<file path="src/rtl/lsu_mem_sequencer.sv">
// Load/store sequencer: turns a single-cycle core's memory request into a
// req/gnt + rvalid bus transaction, stalling the core until it completes.
module lsu_mem_sequencer #(
  parameter int unsigned TIMEOUT_CYCLES = 255
) (
  input  logic        clk,
  input  logic        rst,
  input  logic        MemRead,
  input  logic        MemWrite,
  input  logic [2:0]  RW_type,
  input  logic [31:0] addr,
  input  logic [31:0] wdata,
  output logic        stall,
  output logic        done,
  output logic [31:0] rdata,
  output logic        fault,
  output logic [1:0]  fault_code,
  output logic        bus_req,
  output logic        bus_we,
  output logic [31:0] bus_addr,
  output logic [3:0]  bus_be,
  output logic [31:0] bus_wdata,
  input  logic        bus_gnt,
  input  logic        bus_rvalid,
  input  logic [31:0] bus_rdata
);

  typedef enum logic [1:0] {IDLE, REQ, WAIT_R, DONE} state_t;

  localparam logic [15:0] TO_LAST     = 16'(TIMEOUT_CYCLES - 1);
  localparam logic [1:0]  FC_NONE     = 2'b00;
  localparam logic [1:0]  FC_MISALIGN = 2'b01;
  localparam logic [1:0]  FC_WIDTH    = 2'b10;
  localparam logic [1:0]  FC_TIMEOUT  = 2'b11;

  state_t      state_q, state_d;
  logic [15:0] cnt_q, cnt_d;
  logic        we_q, we_d;
  logic [31:0] addr_q, addr_d;
  logic [3:0]  be_q, be_d;
  logic [31:0] wdata_q, wdata_d;
  logic [2:0]  rw_q, rw_d;
  logic [1:0]  off_q, off_d;
  logic [31:0] rdata_q, rdata_d;
  logic [1:0]  fc_q, fc_d;
  logic        req_in, timeout_hit;

  function automatic logic width_legal(input logic is_load, input logic [2:0] rw);
    case (rw)
      3'b000, 3'b001, 3'b010: return 1'b1;
      3'b100, 3'b101:         return is_load;
      default:                return 1'b0;
    endcase
  endfunction

  function automatic logic misaligned(input logic [2:0] rw, input logic [1:0] off);
    return ((rw[1:0] == 2'b01) && off[0]) || ((rw[1:0] == 2'b10) && (off != 2'b00));
  endfunction

  function automatic logic [3:0] byte_en(input logic [2:0] rw, input logic [1:0] off);
    case (rw[1:0])
      2'b00:   return 4'b0001 << off;
      2'b01:   return 4'b0011 << {off[1], 1'b0};
      default: return 4'b1111;
    endcase
  endfunction

  function automatic logic [31:0] lane_wdata(input logic [2:0] rw, input logic [31:0] d);
    case (rw[1:0])
      2'b00:   return {4{d[7:0]}};
      2'b01:   return {2{d[15:0]}};
      default: return d;
    endcase
  endfunction

  // Shift the addressed lane down to bit 0, then extend per access type.
  function automatic logic [31:0] load_extract(input logic [2:0] rw, input logic [1:0] off,
                                               input logic [31:0] d);
    logic [31:0] sh;
    sh = d >> {off, 3'b000};
    case (rw)
      3'b000:  return {{24{sh[7]}}, sh[7:0]};
      3'b100:  return {24'h0, sh[7:0]};
      3'b001:  return {{16{sh[15]}}, sh[15:0]};
      3'b101:  return {16'h0, sh[15:0]};
      default: return d;
    endcase
  endfunction

  assign req_in      = MemRead | MemWrite;
  assign timeout_hit = (cnt_q >= TO_LAST);

  always_comb begin
    state_d = state_q;
    cnt_d   = cnt_q;
    we_d    = we_q;
    addr_d  = addr_q;
    be_d    = be_q;
    wdata_d = wdata_q;
    rw_d    = rw_q;
    off_d   = off_q;
    rdata_d = rdata_q;
    fc_d    = fc_q;
    case (state_q)
      IDLE: begin
        if (req_in) begin
          if (!width_legal(MemRead, RW_type)) begin
            state_d = DONE;
            fc_d    = FC_WIDTH;
          end else if (misaligned(RW_type, addr[1:0])) begin
            state_d = DONE;
            fc_d    = FC_MISALIGN;
          end else begin
            state_d = REQ;
            cnt_d   = 16'd0;
            we_d    = ~MemRead;
            addr_d  = {addr[31:2], 2'b00};
            be_d    = byte_en(RW_type, addr[1:0]);
            wdata_d = lane_wdata(RW_type, wdata);
            rw_d    = RW_type;
            off_d   = addr[1:0];
          end
        end
      end
      REQ: begin
        cnt_d = (cnt_q == 16'hFFFF) ? cnt_q : cnt_q + 16'd1;
        // A grant on the deadline cycle still wins over the timeout.
        if (bus_gnt) begin
          state_d = we_q ? DONE : WAIT_R;
          if (we_q) fc_d = FC_NONE;
        end else if (timeout_hit) begin
          state_d = DONE;
          fc_d    = FC_TIMEOUT;
        end
      end
      WAIT_R: begin
        cnt_d = (cnt_q == 16'hFFFF) ? cnt_q : cnt_q + 16'd1;
        if (bus_rvalid) begin
          state_d = DONE;
          rdata_d = load_extract(rw_q, off_q, bus_rdata);
          fc_d    = FC_NONE;
        end else if (timeout_hit) begin
          state_d = DONE;
          fc_d    = FC_TIMEOUT;
        end
      end
      default: state_d = IDLE;
    endcase
  end

  always_ff @(posedge clk) begin
    if (rst) begin
      state_q <= IDLE;
      cnt_q   <= 16'd0;
      we_q    <= 1'b0;
      addr_q  <= 32'd0;
      be_q    <= 4'd0;
      wdata_q <= 32'd0;
      rw_q    <= 3'd0;
      off_q   <= 2'd0;
      rdata_q <= 32'd0;
      fc_q    <= FC_NONE;
    end else begin
      state_q <= state_d;
      cnt_q   <= cnt_d;
      we_q    <= we_d;
      addr_q  <= addr_d;
      be_q    <= be_d;
      wdata_q <= wdata_d;
      rw_q    <= rw_d;
      off_q   <= off_d;
      rdata_q <= rdata_d;
      fc_q    <= fc_d;
    end
  end

  // DONE drops stall so the core commits the instruction exactly once.
  assign stall      = ((state_q == IDLE) && req_in) || (state_q == REQ) || (state_q == WAIT_R);
  assign done       = (state_q == DONE);
  assign fault      = done && (fc_q != FC_NONE);
  assign fault_code = fc_q;
  assign rdata      = rdata_q;
  assign bus_req    = (state_q == REQ);
  assign bus_we     = we_q;
  assign bus_addr   = addr_q;
  assign bus_be     = be_q;
  assign bus_wdata  = wdata_q;

endmodule

</file>
<file path="config.mk">
export PLATFORM = sky130hd
export DESIGN_NAME = lsu_mem_sequencer
export DESIGN_NICKNAME = d
export VERILOG_FILES = /design/src/rtl/lsu_mem_sequencer.sv
export SDC_FILE = /design/constraint.sdc
export NUM_CORES = 1
export LEC_CHECK = 0
export BUFFER_PORTS_ARGS = -buffer_cell sky130_fd_sc_hd__buf_2
export CORE_UTILIZATION = 55
export CTS_BUF_LIST = sky130_fd_sc_hd__clkbuf_4
export CTS_CLUSTER_SIZE = 14
export DETAILED_ROUTE_END_ITERATION = 10
export GPL_TIMING_DRIVEN = 0
export HOLD_SLACK_MARGIN = 0.02
export PLACE_DENSITY = 0.88
export SETUP_SLACK_MARGIN = 0.02
export SLEW_MARGIN = 20
export SYNTH_ARGS = -nofsm -noshare
export SYNTH_HDL_FRONTEND = slang
export SYNTH_SLANG_ARGS = --single-unit
</file>
<file path="constraint.sdc">
create_clock -name clk -period 4.4 [get_ports clk]
set_input_delay 0.22 -clock clk [delete_from_list [all_inputs] [get_ports clk]]
set_output_delay 0.22 -clock clk [all_outputs]
set_load 0.05 [all_outputs]
</file>
---- Word-level counts from Yosys, hierarchy flattened ----
Index checks and enable logic that the tools add are counted.
storage, ports and cells
  register bits ........................... 124
  input bits .............................. 105
  output and inout port bits .............. 107
  word-level logic and storage cells ...... 86
operators by class
  add/sub/neg operators ................... 1
  magnitude comparators ................... 1
  equality and inequality tests ........... 19
  shift operators ......................... 3
  muxes and demuxes ....................... 27
  bitwise gates (word level) .............. 3
  reductions and logical operators ........ 22
operator list
  cell                                                                 count
  case mux 32 bit (4 select lines)                                     1
  two-way mux 16 bit                                                   4
  case mux 32 bit (2 select lines)                                     1
  case mux 16 bit (2 select lines)                                     1
  >> shifter 32 x 5 -> 16 bit                                          1
  two-way mux 2 bit                                                    13
  adder 16 x 1 -> 16 bit (second input constant)                       1
  equality test 16 bit (second input constant)                         1
  greater-or-equal comparator 16 x 8 -> 1 bit (second input constant)  1
  equality test 3 bit (second input constant)                          4
  case mux 2 bit (3 select lines)                                      2
  case mux 4 bit (2 select lines)                                      1
  AND reduction 4 bit                                                  2
  equality test 2 bit (second input constant)                          3
  equality test 3 x 1 -> 1 bit (second input constant)                 2
  zero test 3 bit                                                      2
  != test 2 bit (second input constant)                                3
  nonzero test 2 bit                                                   3
  AND reduction 5 bit                                                  1
  equality test 2 x 1 -> 1 bit (second input constant)                 2
  logical AND 1 bit                                                    4
  zero test 2 bit                                                      2
  OR reduction 2 bit                                                   2
  left shift 1 x 2 -> 4 bit (first input constant)                     1
  other kinds (13)                                                     18

---- Logic depth before layout (Yosys ltp) ----
  word-level depth ........................ 8
  gate-level depth with buffers ........... 9
  depth with buffers taken out ............ 7

---- Least setup slack after synthesis ----
OpenSTA, ideal clock, no wires.
  path type ............................... register to register
  start ................................... reg state_q[1]
  end ..................................... reg fc_q[1], in the netlist fault_code[1]
  arrival time ............................ 1.884 ns
  required time ........................... 4.305 ns
  path slack .............................. 2.420 ns
  stages on the path, launching flop included .. 9
  clock period less this slack ............ 1.980 ns
  cells stage by stage .................... dfxtp_1 > inv_1 > ha_1 > clkbuf_1 > or3b_2 > o21ai_0 > a211oi_1 > o21ai_0 > a221oi_1
on the way
  word-level cells in the longest chain between the ends .. 3
  elaborated cells between the ends (all ways) .. 9
  those cells by class .................... 5 x eq/ne; 1 x mux; 3 x reduce/logical
ends and longest elaborated chain
  item                                                            line  text
  start, declared                                                 36    state_t state_q, state_d;
  start signal, assigned                                          164   state_q <= state_d;
  equality test 2 x 1 -> 1 bit, or another cell as far along      104   case (state_q)
  != test 3 x 2 -> 1 bit (no line), or another cell as far along  n/a
  AND reduction 4 bit (no line)                                   n/a
  end signal, assigned                                            162   fc_q <= FC_NONE;
  end signal, assigned                                            173   fc_q <= fc_d;
  end, declared                                                   45    logic [1:0] fc_q, fc_d;
Parallel ways exist; a longest one is shown, timed or not.
A chain may end at the register's enable or synchronous reset.

---- Worst setup path after layout ----
  start ................................... reg state_q[0]
  end ..................................... reg wdata_q[12], in the netlist bus_wdata[12]
on the way
  word-level cells in the longest chain between the ends .. 2
ends and longest elaborated chain
  item                           line  text
  zero test 2 bit                104
  AND reduction 4 bit (no line)  n/a
  end signal, assigned           169   wdata_q <= wdata_d;
  end, declared                  41    logic [31:0] wdata_q, wdata_d;
Every way passes these cells.

==> reports/qor_table.md <==
| Stage | Result | Reported |
|---|---|---|
| worst setup path | Kind of start point of the critical path | register |
| grt | Global-route total usage across every layer | 0.370 |
| synthesis | Total of flip-flops plus latches after synthesis | 124 |
| worst setup path | Endpoint kind of the worst setup timing path | register |
| placed design | Post-DP HPWL | 12300 um |
| synthesis | Sequential cell area fraction in the yosys report | 0.439 |
| worst setup path | Maximum fanout along the worst path | 10 |
| floorplan | Die span in x | 103 um |
| detailed routing | Post-detailed-route DRC marker count | 0 |
| grt | Via count of the first global-routing pass | 6387 |
| sta | Max Clock Skew | 28.1 ps |
| detailed routing | Via density | 5.86 |
| worst setup path | Delay contributed by the slowest stage of the critical path | 600 ps |
| worst setup path | Setup CP Type | reg -> reg |
| worst setup path | Start point of the critical path | state_q[0] |
| min path | Startpoint of the tightest hold check path | wdata[22] |
| synthesis | Xor/xnor cell area share of the yosys netlist | 0.00155 |
| synthesis | Biggest area consumer among synthesized cells | dfxtp_1 |
| floorplan | Full die area | 0.0107 sq mm |
| grt | Routing usage on met2 | 0.614 |
| cells and area | Number of antenna diodes | 0 |
| synthesis | Area fraction of the dominant cell type after synthesis | 0.439 |
| placed design | I/O Buffers | 208 |
| synthesis | Most instantiated flip-flop cell in the synthesis netlist | dfxtp_1 |
| detailed routing | Average routed wire per standard cell | 17.4 um |
| sta | Headroom to the max-slew limit | 0.437 |
| sta | Final sum of negative setup slack | 0 ps |
| detailed routing | DRT antenna net count | 0 |
| cells and area | Growth of design area from synthesis to finish | 40.4% |
| power | Peak VDD IR | 458 uV |
| grt | Number of antenna violations at the first check in global routing | 0 |
| sta | Number of max-slew violations in the final report | 0 |
| floorplan | Die height | 103 um |
| clock network | Clk_lat worst skew | 540 ps |
| floorplan | Floorplan row count | 36 |
| clock network | Total clock sinks | 124 |
| worst setup path | Worst path arrival time | 3230 ps |
| worst setup path | Crit path buf inv count | 5 |
| grt | Busiest metal layer after global routing | met2 |
| placed design | Routability congestion estimate | 0.864 |
| min path | Class of the tightest hold or removal check | in -> reg |
| floorplan | Effective utilization at floorplan | 0.573 |
| detailed routing | Via count | 6783 |
| worst setup path | Flop-to-flop setup slack | 1640 ps |
| detailed routing | Final wirelength | 20100 um |
| floorplan | Total core area | 0.00986 sq mm |
| worst setup path | CP most frequent cell | buf_4 |
| synthesis | Basic-gate share of the synthesized area counting and, or, nand and nor cells | 0.199 |
| synthesis | Number of distinct library cell variants in the gate-level netlist after synthesis | 55 |
| power | Power density over the cells | 509 mW/mm^2 |
| power | Static leakage power | 3.33 nW |
| worst setup path | Critical path, cell by cell | inv_1 -> ha_1 -> clkbuf_1 -> o21ai_0 -> nor2b_1 -> buf_4 -> buf_4 -> nor2_1 -> a311oi_1 -> dlygate4sd3_1 |
| synthesis | Share of synthesized area spent on multiplexers | 0.0516 |
| detailed routing | 1st-pass router iterations | 7 |
| sta | Total of endpoints with negative setup slack in the final report | 0 |
| min path | Hold Path Stages | 3 |
| worst setup path | Worst endpoint required time | 4870 ps |
| grt | Overflow left after global routing | 0 |
| cells and area | Nets | 1124 |
| sta | Transition at the pin with the smallest max-transition slack | 840 ps |
| detailed routing | Detailed Route Iter0 Violations | 346 |
| clock network | H-tree levels | 4 |
| worst setup path | Beginning of the worst register-to-register path | state_q[0] |
| clock network | Maximum number of buffers from clock root to sink | 2 |
| min path | Endpoint, Worst Hold | bus_wdata[22] |
| floorplan | Total I/O pin count | 212 |
| sta | Final cycle utilization of the critical path | 0.628 |
| cells and area | Layout cells sized above 1 | 0.260 |
| clock network | Post-CTS setup-driven buffer insertion count | 0 |
| grt | Met1 usage | 0.419 |
| worst setup path | Register-to-Register Path Depth | 10 |
| grt | Global-route wire length before repair | 30400 um |
| synthesis | Top area cells in the synthesized netlist | dfxtp_1, nand2_1, a21oi_1, mux2i_1, a211oi_1 |
| clock network | TritonCTS clock tree | yes |
| synthesis | Number of enable-type register cells in the synthesized netlist | 0 |
| worst setup path | Critical-path cell with the highest stage delay | dlygate4sd3_1 |
| worst setup path | Cell family with the largest share of critical-path delay | buffers and inverters |
| worst setup path | R2r endpoint | bus_wdata[12] |
| grt | Fraction of met3 tracks used by global routing | 0.103 |
| placed design | Dpl ws | 2050 ps |
| run status | Run status | finished clean |
| synthesis | Share of the synthesized area in compound gates (AO/OA/AOI/OAI) | 0.242 |
| grt | Maximum number of pins on one net before global-route repair | 17 |
| flow run | Max Cap Violations | 0 |
| synthesis | Cell area after synthesis | 0.00565 sq mm |
| synthesis | Syn_area_per_cell | 8.03 sq um |
| sta | Highest Clock Rate | 0.362 GHz |
| synthesis | Fraction of registers with async set/reset | 0 |
| sta | Final setup slack of the worst path | 1640 ps |
| sta | Period minus WS final | 2760 ps |
| synthesis | Synthesized instance count | 704 |
| clock network | Clock Pin Slew Worst Setup and Hold Paths | 140 ps |
| sta | Setup repair after global routing missed its margin | false |
| synthesis | Main combinational cell family by area after synthesis | compound AO/OA/AOI/OAI gates |
| synthesis | Synthesis warning total | 0 |
| clock network | Total CTS buffers | 17 |
| synthesis | Post-synthesis adder-cell area fraction | 0.0155 |
| clock network | Root buffer selected by CTS | clkbuf_4 |
| sta | Final hold viol count | 0 |
-- final cells by class --
class / count / area [sq um]
multi-input cells: 515 / 2890
flip-flops and latches: 124 / 2480
fillers: 612 / 1930
repair buffers: 288 / 1840
plain buffers: 52 / 231
well taps: 133 / 166
clock inverters: 15 / 146
clock buffers: 17 / 128
inverters: 14 / 52.6
-- cells in the final DEF (no fill, tap or decap), types with 6 or more instances in the layout --
cell,Yosys,routed
dfxtp_1,124,124
nor2_1,69,69
a22oi_1,7,7
inv_1,13,13
o31ai_1,6,6
mux2i_1,28,28
dlygate4sd3_1,0,80
clkbuf_1,34,34
nand3_1,6,6
clkbuf_4,0,17
buf_2,8,216
o21ai_0,28,28
nand2_1,149,149
a311oi_1,13,13
ha_1,7,7
or3_1,8,8
o221ai_1,7,7
o211ai_1,10,10
a211oi_1,37,37
a21oi_1,83,83
-- Yosys cell counts, drive strengths merged, types with 2 or more instances --
cell type,number
or2,3
nor2,69
or4,6
inv,13
nand3,6
nor4,2
o221ai,7
nand2b,4
nor3,2
dfxtp,124
nor2b,4
mux2i,28
nand4,4
o21ai,32
clkbuf,34
a211oi,37
o31ai,6
or3,9
nand2,150
ha,7
o21a,3
a22oi,7
a21oi,83
buf,18
a311oi,13
o211ai,12
a31oi,4
-- repair_timing --
item / in CTS / in global routing
gates resized for setup: 0 / 0
endpoints found under the hold margin: 78 / 2
hold buffers: 78 / 2
-- sequential cells by signal, summed over array words and instances (netlist names) --
name / cells
bus_wdata: 32
rdata: 32
bus_addr: 30
cnt_q: 16
bus_be: 4
rw_q: 3
fault_code: 2
off_q: 2
state_q: 2
bus_we: 1
-- through the flow --
step           power, mW  utilization  instance area, sq um  std cells  hold WS, ps
2_1_floorplan       2.73            -                  5660        705          337
3_3_place_gp        3.12        0.696                  6860       1046          439
3_5_place_dp        3.15        0.696                  6860       1046          443
4_1_cts             3.97        0.803                  7920       1156         21.2
5_1_grt             4.25        0.805                  7940       1158         26.1
6_report            4.04        0.805                  7940       1158         38.6
-- worst max-delay path by stage --
stage          cells past startpoint            end  slack [ps]
4_1_cts                           10  bus_wdata[12]        1720
3_5_place_dp                       9       off_q[1]        2050
6_report                          10  bus_wdata[12]        1640
3_3_place_gp                       9       off_q[1]        2110
2_1_floorplan                      8  fault_code[1]        2420
5_1_grt                           10  bus_wdata[12]        1400
-- per-layer routing --
metal	share of wire	vias up
met5	0	-
met4	0.061	0
met3	0.090	125
met2	0.47	470
met1	0.38	3088
li1	-	3100
-- tightest hold or removal path, delay by kind of cell --
kind                   cells  cell delay, ps
AOI/OAI and AO/OA          1              80
buffers and inverters      1             110
muxes                      1             120
-- power breakdown --
| part | internal [mW] | switching [mW] | leakage [nW] | total [mW] |
|---|---|---|---|---|
| clock network | 0.254 | 0.526 | 0.139 | 0.780 |
| registers | 1.30 | 0.114 | 1.01 | 1.41 |
| logic | 0.524 | 1.32 | 2.18 | 1.84 |
| total | 2.08 | 1.96 | 3.33 | 4.04 |
-- kinds of logic (layout without fill, tap and decap cells) --
group / Yosys count / count (layout)
compound gates: 212 / 212
simple gates: 264 / 264
mux: 29 / 29
flops: 124 / 124
other cells: 1 / 2
buf+inv: 66 / 386
xor+xnor: 1 / 1
fa+ha+maj: 7 / 7
Note: power is estimated with default switching activity, not from simulation.
